File: config.mk
export PLATFORM = sky130hd
export DESIGN_NAME = universal_ff_bank
export DESIGN_NICKNAME = d
export VERILOG_FILES = /design/src/rtl/uff_pkg.sv /design/src/rtl/uff_cell.sv /design/src/rtl/universal_ff_bank.sv
export SDC_FILE = /design/constraint.sdc
export NUM_CORES = 1
export LEC_CHECK = 0
export BUFFER_PORTS_ARGS = -buffer_cell sky130_fd_sc_hd__buf_4
export CORE_MARGIN = 1
export CORE_UTILIZATION = 29
export CTS_CLUSTER_DIAMETER = 120
export CTS_CLUSTER_SIZE = 14
export DETAILED_ROUTE_END_ITERATION = 7
export PLACE_DENSITY_LB_ADDON = 0.1
export REMOVE_ABC_BUFFERS = 1
export SYNTH_ARGS = -nofsm -noshare
export SYNTH_HDL_FRONTEND = slang
export SYNTH_SLANG_ARGS = --single-unit
File: constraint.sdc
create_clock -name clk -period 1.4 [get_ports clk]
set_clock_uncertainty 0.1 [all_clocks]
set_input_delay 0.28 -clock clk [delete_from_list [all_inputs] [get_ports clk]]
set_output_delay 0.28 -clock clk [all_outputs]
set_load 0.02 [all_outputs]
File: src/rtl/uff_pkg.sv
// Shared definitions for the universal flip-flop bank: per-bit mode encodings.
package uff_pkg;

  typedef enum logic [1:0] {
    MODE_D  = 2'b00,
    MODE_T  = 2'b01,
    MODE_JK = 2'b10,
    MODE_SR = 2'b11
  } uff_mode_t;

endpackage : uff_pkg

File: src/rtl/uff_cell.sv
// Next-state logic for one bit of the flip-flop bank; purely combinational.
module uff_cell
  import uff_pkg::*;
(
  input  logic      q,
  input  logic      a,
  input  logic      b,
  input  uff_mode_t mode,
  output logic      q_next,
  output logic      illegal_bit
);

  always_comb begin
    // NOTE: default first so every path assigns q_next and no latch is inferred.
    q_next = q;
    unique case (mode)
      MODE_D:  q_next = a;
      MODE_T:  q_next = q ^ a;
      MODE_JK: begin
        unique case ({a, b})
          2'b00:   q_next = q;
          2'b01:   q_next = 1'b0;
          2'b10:   q_next = 1'b1;
          default: q_next = ~q;
        endcase
      end
      MODE_SR: begin
        // S=R=1 holds the bit; the bank flags the event separately.
        unique case ({a, b})
          2'b01:   q_next = 1'b0;
          2'b10:   q_next = 1'b1;
          default: q_next = q;
        endcase
      end
      default: q_next = q;
    endcase
  end

  assign illegal_bit = (mode == MODE_SR) && a && b;

endmodule : uff_cell

File: src/rtl/universal_ff_bank.sv
// Bank of WIDTH independent D/T/JK/SR flip-flops with SR-illegal detection.
// Define UFF_ERR_CNT_EN to add the saturating err_cnt port and counter.
module universal_ff_bank
  import uff_pkg::*;
#(
  parameter int              WIDTH     = 8,
  parameter logic [WIDTH-1:0] RESET_VAL = {WIDTH{1'b0}},
  parameter int              CNT_W     = 8
) (
  input  logic             clk,
  input  logic             rst,
  input  logic             en,
  input  logic [1:0]       mode,
  input  logic [WIDTH-1:0] a,
  input  logic [WIDTH-1:0] b,
  input  logic             clr_err,
  output logic [WIDTH-1:0] q,
  output logic [WIDTH-1:0] nq,
  output logic             illegal,
`ifdef UFF_ERR_CNT_EN
  output logic             illegal_sticky,
  output logic [CNT_W-1:0] err_cnt
`else
  output logic             illegal_sticky
`endif
);

  uff_mode_t        mode_t;
  logic [WIDTH-1:0] q_next;
  logic [WIDTH-1:0] illegal_bits;
  logic             illegal_evt;

  assign mode_t = uff_mode_t'(mode);

  for (genvar i = 0; i < WIDTH; i++) begin : g_cell
    uff_cell u_cell (
      .q           (q[i]),
      .a           (a[i]),
      .b           (b[i]),
      .mode        (mode_t),
      .q_next      (q_next[i]),
      .illegal_bit (illegal_bits[i])
    );
  end

  // Several offending bits on one edge are a single event.
  assign illegal_evt = en && (|illegal_bits);

  // Complement is combinational so q and nq can never disagree, even in reset.
  assign nq = ~q;

  always_ff @(posedge clk or posedge rst) begin
    if (rst) begin
      // NOTE: non-blocking assignments for all registered state.
      q              <= RESET_VAL;
      illegal        <= 1'b0;
      illegal_sticky <= 1'b0;
    end else begin
      if (en) q <= q_next;
      illegal <= illegal_evt;
      if (illegal_evt)  illegal_sticky <= 1'b1;
      else if (clr_err) illegal_sticky <= 1'b0;
    end
  end

`ifdef UFF_ERR_CNT_EN
  // A new event beats a simultaneous clear, restarting the count at one.
  always_ff @(posedge clk or posedge rst) begin
    if (rst) begin
      err_cnt <= '0;
    end else if (illegal_evt) begin
      if (clr_err)             err_cnt <= CNT_W'(1);
      else if (err_cnt != '1)  err_cnt <= err_cnt + CNT_W'(1);
    end else if (clr_err) begin
      err_cnt <= '0;
    end
  end
`endif

endmodule : universal_ff_bank

======== After elaboration in Yosys (flattened, before gate mapping) ========
Cells that the tools add are included.
Widths: inputs -> output; s select.
storage, ports and cells
  register bits ........................... 10
  latch bits .............................. 0
  memory bits (writable) .................. 0
  ROM bits ................................ 0
  input port bits ......................... 22
  memories ................................ 0
cells by class
  $add $sub $neg .......................... 0
  $mul .................................... 0
  divide/modulo/power cells ............... 0
  magnitude comparators ................... 0
  eq/ne operators ......................... 35
  shift-type cells ........................ 0
  multiplexer cells ....................... 26
  bitwise operators ....................... 17
  reduce and logical (&&, ||, !) cells .... 36
operators by type and width
  kind                number
  $pmux 1 s4          8
  $pmux 1 s3          8
  $reduce_and 3->1    8
  $ne 3x1->1 const B  7
  $eq 2x2->1 const B  10
  $eq 2x1->1 const B  9
  $logic_not 2->1     9
  $logic_and 1x1->1   17
  $ne 2x2->1 const B  8
  $pmux 1 s2          8
  $not 1->1           8
  $not 8->8           1
  $reduce_or 8->1     1
  $xor 1x1->1         8
  $ne 3x3->1 const B  1
  $mux 1              2
  $reduce_bool 2->1   1

======== Longest topological paths before layout ========
Gate-level depths: netlist of the first run.
  word-level depth ........................ 6
  depth in mapped cells ................... 6
  mapped depth without buffers ............ 6

======== By module ========
A second synthesis of the first run with hierarchy kept.
unflattened totals
  cell total of the unflattened synthesis .. 121
  area total of the unflattened synthesis .. 1073.5 µm²
by module, submodules not included
  module             instances  cells each  area each (µm²)
  uff_cell           8          10          83.8
  universal_ff_bank  1          41          402.9

======== Worst setup path after synthesis of the first run ========
No wires, ideal clock.
  path kind ............................... input to register
  from .................................... input a[5]
  to ...................................... register q[5]
  setup time .............................. 0.136 ns
  arrival ................................. 1.377 ns
  data required time ...................... 1.164 ns
  slack ................................... -0.213 ns
  stages .................................. 6
  path buffers ............................ 0
  path through ............................ inv_1 ha_1 nand2b_1 mux4_1 o311ai_0 mux2i_1
on the way
  word-level cells in the longest chain between the ends .. 3
  elaborated cells on any way between the ends .. 10
ends and longest elaborated chain
  element                                                line                            RTL
  start: declaration                                     universal_ff_bank.sv:14         input logic [WIDTH-1:0] a,
  $eq 2x2->1, or another cell as far along               uff_cell.sv:20, uff_cell.sv:29
  $pmux 1 s3, or another cell as far along               uff_cell.sv:20                  unique case ({a, b})
  $pmux 1 s4 / $reduce_and 3->1 (equally long branches)  n/a
  end signal: assignment                                 universal_ff_bank.sv:59         if (en) q <= q_next;
  end: declaration                                       universal_ff_bank.sv:17         output logic [WIDTH-1:0] q,
Parallel ways exist; a longest one is shown, timed or not.
A chain may end at the register's enable or synchronous reset.

======== Worst setup path in the final report of the first run ========
Ends and elaborated chain as after synthesis.

==> results of run 1 <==
-- per-layer routing --
layer / GRT usage / part of all wire / up-vias
met5: 0 / 0 / -
met2: 0.274 / 0.51 / 24
met4: 0.0200 / 0.0034 / 0
li1: - / - / 679
met1: 0.181 / 0.45 / 644
met3: 0.0356 / 0.040 / 4
-- sequential cells by signal (all words and copies together) (netlist names) --
name / count
illegal_sticky: 1
illegal: 1
q: 8
-- stage by stage --
| step | worst slack [ns] | instance area [µm²] |
|---|---|---|
| after global placement | -0.347 | 1840 |
| after detailed placement | -0.380 | 1840 |
| final | -0.00152 | 1980 |
| after global routing | -0.0131 | 1980 |
| after floorplan | -0.221 | 1270 |
| after CTS | 0.0116 | 1950 |
-- area by class of cell --
class	count	area, µm²
inverter	27	109
fill	469	2500
multi-input combinational	110	963
tap	52	65.1
timing repair buffer	69	532
clock buffer	4	55.1
sequential	10	253
-- power breakdown --
part           switching [W]  internal, W  total (W)
Sequential         0.0000791     0.000351   0.000430
Combinational       0.000429     0.000412   0.000840
Clock               0.000120     0.000248   0.000368
-- tightest hold or removal path, stage by stage --
cell and delay [ns]:
buf_4 0.11, inv_1 0.04, a21o_1 0.10
-- layout by cell type (no fill, tap or decap), drive strengths merged, types with 2 or more instances in the layout --
| master | n |
|---|---|
| buf | 68 |
| inv | 27 |
| ha | 23 |
| nor2 | 11 |
| mux2i | 10 |
| dfrtp | 10 |
| o21ai | 9 |
| a21oi | 6 |
| nor3 | 5 |
| a211oi | 5 |
| a221oi | 4 |
| o2bb2ai | 4 |
| clkbuf | 4 |
| nand2 | 4 |
| nand2b | 3 |
| a22o | 2 |
| mux2 | 2 |
| nand3b | 2 |
| nor4bb | 2 |
| o311ai | 2 |
-- final timing paths --
path | startpoint | endpoint | slack [ns] | depth (start not counted)
max | a[5] | q[5] | -0.002 | 7
min reg2reg | illegal_sticky | illegal_sticky | 0.40 | 1
min in group asynchronous | rst | q[7] | 0.49 | 3
min | clr_err | illegal_sticky | 0.23 | 3
max in group asynchronous | rst | q[6] | 0.39 | 3
max reg2reg | q[5] | q[5] | 0.03 | 4
-- logic make-up (layout without fill, tap and decap cells) --
| logic type | count (synthesis) | count (layout) | share of synthesized area |
|---|---|---|---|
| mux | 13 | 13 | 0.108 |
| buf+inv | 42 | 100 | 0.157 |
| simple gates | 31 | 31 | 0.120 |
| xor+xnor | 1 | 1 | 0.00634 |
| compound gates | 42 | 42 | 0.220 |
| fa+ha+maj | 23 | 23 | 0.208 |
| flops | 10 | 10 | 0.181 |
-- timing repair --
action / CTS / global route
resized for setup: 14 / 10
pin swaps: 2 / 3
endpoints found under the hold margin: 10 / 0
hold buffers: 1 / 0
setup endpoints to repair: 2 / 4
==> metrics, run 1 <==
routed via count divided by cell count 4.97; setup TNS -0.00152 ns; Longest Clk Path Bufs 2; Worst-Margin Slew 0.418 ns; unrepaired setup endpoints after global routing yes; H-Tree Depth 1; cells after synthesis 162; fin cells 272; Synth top cells by count 26 x inv_1, 23 x ha_1, 11 x nor2_1; sequential fraction of the synthesis area 0.181; chip height 71.0 µm; Final Core Density 0.442; cts bufs inserted 3; Remaining Overflow, GRT 0; Worst Hold Class in -> reg; area leader, netlist ha_1; Critical Path Sink Type register; row count 24; clk sinks 10; CTS root buffer clkbuf_8; FF+latch count, synth 10; dpl cells 267; top post-synthesis cells by area ha_1 21%, dfrtp_1 18%, mux2i_1 7.2%, inv_1 7.1%, buf_4 4.9%; Distinct cells, synth 43; fin crit share 1.00; CP Max Fanout 2; total number of vias 1351; P per Cell Area 829 nW/µm²; Slew HR 0.721; first-pass GRT wire length 6.10 mm; # setup viols final 1; crit path time final 1.40 ns; largest net degree at the start of global routing 14; fraction of registers with async set/reset 1.00; total setup buffers inserted after CTS 0; Peak supply drop 0.751 mV; fmax 714 MHz; max-cap violations 0; Leak 1.03 nW; DRT Pass-1 Iters 6; Layout Nets 266; Yosys top cell area share 0.208; latest clock arrival within the worst-skew pair 0.23 ns; power consumption 0.00164 W; Synth Cell Area 1380 µm²; Die ar. 5040 µm²; Critical-path top delay cell mux4_2; top-count cell post-synth inv_1; RePlAce Congestion 0.800; delay-heaviest family, CP multiplexers; DR iter-0 viols 54; Routed Wire Length 3.54 mm; run status complete, but fails checks; # diodes 0; initial antenna violation count 0; Ys Warns 0; Port Buf Inserts 39; Worst-path clk slew 0.05 ns; Final HPWL DP 2.82 mm; Avg WL per Cell 13.0 µm; Syn-to-layout area delta 43.1%; critical path type in -> reg; number of global-route vias before repair 1360; WP buf/inv 2; crit-path max cell delay 0.46 ns; Horiz. Die Dim 71.0 µm; area of the core 4470 µm²; ys flop type dfrtp_1; Pins Over Slew Limit 0; cell chain of the critical path buf_8, inv_6, ha_4, nand2b_4, mux4_2, o311ai_2, mux2i_1; Post-synth EDFFs 0; Final Hold Violating Endpoints 0; Worst Slack Setup Final -0.00152 ns; Avg Synthesized Cell Area 8.53 µm²; fraction of layout cells with a size suffix above 1 0.423; Initial Util 0.309; DRT antenna net count 0; WHS 0.229 ns; failing checks design-rule violations, negative setup slack; gr usage total 0.149; DR DRC count 3; crit path DAT 1.41 ns; critical path required time 1.41 ns; Critical Path Start Type input port; TritonCTS clock tree done; IO Pins 40
Power figures use the tool's default switching activity.
==> inputs of run 2 (changes only) <==
SYNTH_HIERARCHICAL = 1   (was unset)
==> run 2 against run 1 <==
The flow now finishes without violations. Setup slack improved by 0.057 ns. Via count decreased by 18%. Synthesized cell count decreased by 25%. Design area decreased by 14%. Core utilization increased by 5.4 points. Critical path type unchanged. Critical endpoint is now q[0]. Largest power group unchanged.
==> metrics, run 2 <==
chip height 62.8 µm (was 71.0 µm); DRT Pass-1 Iters 4 (was 6); commonest cells after routing, fill and taps aside 63 x buf_4, 18 x inv_1, 16 x nand2_1 (was 66 x buf_4, 22 x inv_1, 19 x ha_1); Port Buf Inserts 39 (unchanged); top-count cell post-synth inv_1 (unchanged); Worst Hold Class in -> reg (unchanged); initial antenna violation count 0 (unchanged); DRT antenna net count 0 (unchanged); total number of vias 1106 (was 1351); Synth Cell Area 1070 µm² (was 1380 µm²); # diodes 0 (unchanged); fraction of layout cells with a size suffix above 1 0.484 (was 0.423); setup TNS 0 ns (was -0.00152 ns); first-pass GRT wire length 4.33 mm (was 6.10 mm); top post-synthesis cells by area dfrtp_1 23%, mux2_4 11%, ha_1 9.3%, maj3_2 8.4%, mux2i_1 7.5% (was ha_1 21%, dfrtp_1 18%, mux2i_1 7.2%, inv_1 7.1%, buf_4 4.9%); cts bufs inserted 3 (unchanged); Ys Warns 6 (was 0); Post-synth EDFFs 0 (unchanged); ys flop type dfrtp_1 (unchanged); Final Hold Violating Endpoints 0 (unchanged); number of global-route vias before repair 994 (was 1360); Initial Util 0.312 (was 0.309); max reg flops 8 (unchanged); Final Core Density 0.496 (was 0.442); Worst Slack Setup Final 0.0558 ns (was -0.00152 ns); number of cells on the critical path 7 (unchanged); crit-path max cell delay 0.30 ns (was 0.46 ns); CP Max Fanout 2 (unchanged); fmax 744 MHz (was 714 MHz); Worst-Margin Slew 0.361 ns (was 0.418 ns); Routed Wire Length 2.66 mm (was 3.54 mm); cell chain of the critical path buf_4, ha_1, mux2_4, mux2i_1, a21oi_1, nand2_1, o21ai_0 (was buf_8, inv_6, ha_4, nand2b_4, mux4_2, o311ai_2, mux2i_1); Layout Nets 219 (was 266); critical path type in -> reg (unchanged); reg2reg path depth 5 (was 4); Filler Cell Count 337 (was 469); reg2reg start q[0] (was q[5]); Horiz. Die Dim 62.8 µm (was 71.0 µm); max-cap violations 0 (unchanged); RR Endpoint q[0] (was q[5]); Final HPWL DP 2.03 mm (was 2.82 mm); fraction of registers with async set/reset 1.00 (unchanged); fin crit share 0.960 (was 1.00); fin cells 234 (was 272); routed via count divided by cell count 4.73 (was 4.97); commonest non-fill, non-tap cell in the layout buf_4 (unchanged); hold endpoint illegal_sticky (unchanged); Psw 0.000479 W (was 0.000628 W); Biggest register q (unchanged); WP buf/inv 1 (was 2); crit path DAT 1.35 ns (was 1.41 ns); sequential group share of total power 0.282 (was 0.263); Die ar. 3950 µm² (was 5040 µm²); Critical-path top delay cell mux2_4 (was mux4_2); Remaining Overflow, GRT 0 (unchanged); critical path required time 1.41 ns (about the same); P per Cell Area 827 nW/µm² (was 829 nW/µm²); gr usage total 0.136 (was 0.149); Worst-path clk slew 0.05 ns (about the same); row count 21 (was 24); delay-heaviest family, CP multiplexers (unchanged); clk sinks 10 (unchanged); Critical Path Sink Type register (unchanged); Longest Clk Path Bufs 2 (unchanged); Pins Over Slew Limit 0 (unchanged); Critical Path Start Type input port (unchanged); sw frac 0.339 (was 0.383); FF+latch count, synth 10 (unchanged); IO Pins 40 (unchanged); hold path start clr_err (unchanged); Leak 0.869 nW (was 1.03 nW); Comb power frac 0.471 (was 0.513); dpl cells 228 (was 267); sequential fraction of the synthesis area 0.233 (was 0.181); Avg Synthesized Cell Area 8.87 µm² (was 8.53 µm²); Internal 0.000933 W (was 0.00101 W); Distinct cells, synth 16 (was 43); area leader, netlist dfrtp_1 (was ha_1); Syn-to-layout area delta 59.1% (was 43.1%); Slew HR 0.759 (was 0.721); CTS root buffer clkbuf_8 (unchanged); Clk network pwr share 0.247 (was 0.225); multi-input logic area 792 µm² (was 963 µm²); H-Tree Depth 1 (unchanged); # setup viols final 0 (was 1); Largest regs q: 8 flops, illegal: 1 flops, illegal_sticky: 1 flops (unchanged); WHS Path Cells 3 (unchanged); crit path time final 1.34 ns (was 1.40 ns); reg-to-reg setup timing slack 0.10 ns (was 0.03 ns); Reg area 253 µm² (unchanged); cells after synthesis 121 (was 162); DR iter-0 viols 15 (was 54); Avg WL per Cell 11.4 µm (was 13.0 µm); TritonCTS clock tree done (unchanged); run status completed (was complete, but fails checks); Peak supply drop 0.490 mV (was 0.751 mV); DR DRC count 0 (was 3); Synth top cells by count 18 x inv_1, 16 x nand2_1, 10 x dfrtp_1 (was 26 x inv_1, 23 x ha_1, 11 x nor2_1); dpl ws -0.217 ns (was -0.380 ns); RePlAce Congestion 0.787 (was 0.800); Yosys top cell area share 0.233 (was 0.208); latest clock arrival within the worst-skew pair 0.23 ns (about the same); largest net degree at the start of global routing 31 (was 14); area of the core 3440 µm² (was 4470 µm²)
[run 2: cell count changes in the layout (fill, tap and decap cells not counted), sizes merged, moves of 6 or more]
cell    delta
ha        -15
maj3       +8
nor2      -11
nand2     +12
and4       +8
mux2       +6
inv        -9
o21ai      +7
nand4b     +8
[run 2: repair_timing]
item                                    in CTS  in global routing
setup buffers                                0                  1
hold buffers                                 1                  0
resized for setup                            0                  8
endpoints found under the setup margin       0                  5
endpoints found under the hold margin       10                  0
[run 2: cell families (layout without fill, tap and decap cells)]
group | Yosys count | after routing | synth area share
AOI/OAI and AO/OA | 26 | 26 | 0.126
buffers and inverters | 19 | 86 | 0.0676
muxes | 16 | 16 | 0.186
adders and majority gates | 16 | 16 | 0.177
and+or+nand+nor | 34 | 34 | 0.210
DFF | 10 | 10 | 0.233
[run 2: power groups by stage]
stage	Clock [W]	Combinational (W)	Sequential (W)
2_1_floorplan	0	0.000295	0.000440
3_3_place_gp	0	0.000629	0.000397
3_5_place_dp	0	0.000644	0.000400
4_1_cts	0.000361	0.000647	0.000397
5_1_grt	0.000380	0.000720	0.000408
6_report	0.000349	0.000665	0.000399
[run 2: per-layer routing]
layer / part of all wire / vias up / track usage
li1: - / 577 / -
met1: 0.49 / 498 / 0.169
met2: 0.47 / 29 / 0.239
met3: 0.041 / 2 / 0.0365
met4: 0.0045 / 0 / 0.0174
met5: 0 / - / 0
[run 2: worst max path at each step]
stage / startpoint / to / slack [ns]
final: a[0] / q[0] / 0.06
after global routing: b[2] / q[2] / -0.0005
after CTS: a[6] / q[6] / 0.02
after detailed placement: a[6] / q[6] / -0.22
after global placement: a[6] / q[6] / -0.17
after floorplan: b[0] / q[0] / 0.003
[run 2: through the flow]
step                cell area (µm²)  hold slack, ns  power [W]
floorplan                      1070          0.0202   0.000735
global placement               1590           0.189    0.00103
detailed placement             1590           0.182    0.00104
CTS                            1660           0.226    0.00141
global route                   1710           0.239    0.00151
finish                         1710           0.228    0.00141
[run 2: cell type report]
cell class / count / area share
clock buffers: 4 / 0.0322
repair buffers: 64 / 0.283
well taps: 46 / 0.0337
flip-flops and latches: 10 / 0.148
multi-input cells: 92 / 0.464
inverters: 18 / 0.0396
[run 2: tightest hold or removal path, cell delays in order]
cell and delay, ns:
buf_4 0.11, inv_1 0.04, a21o_1 0.09
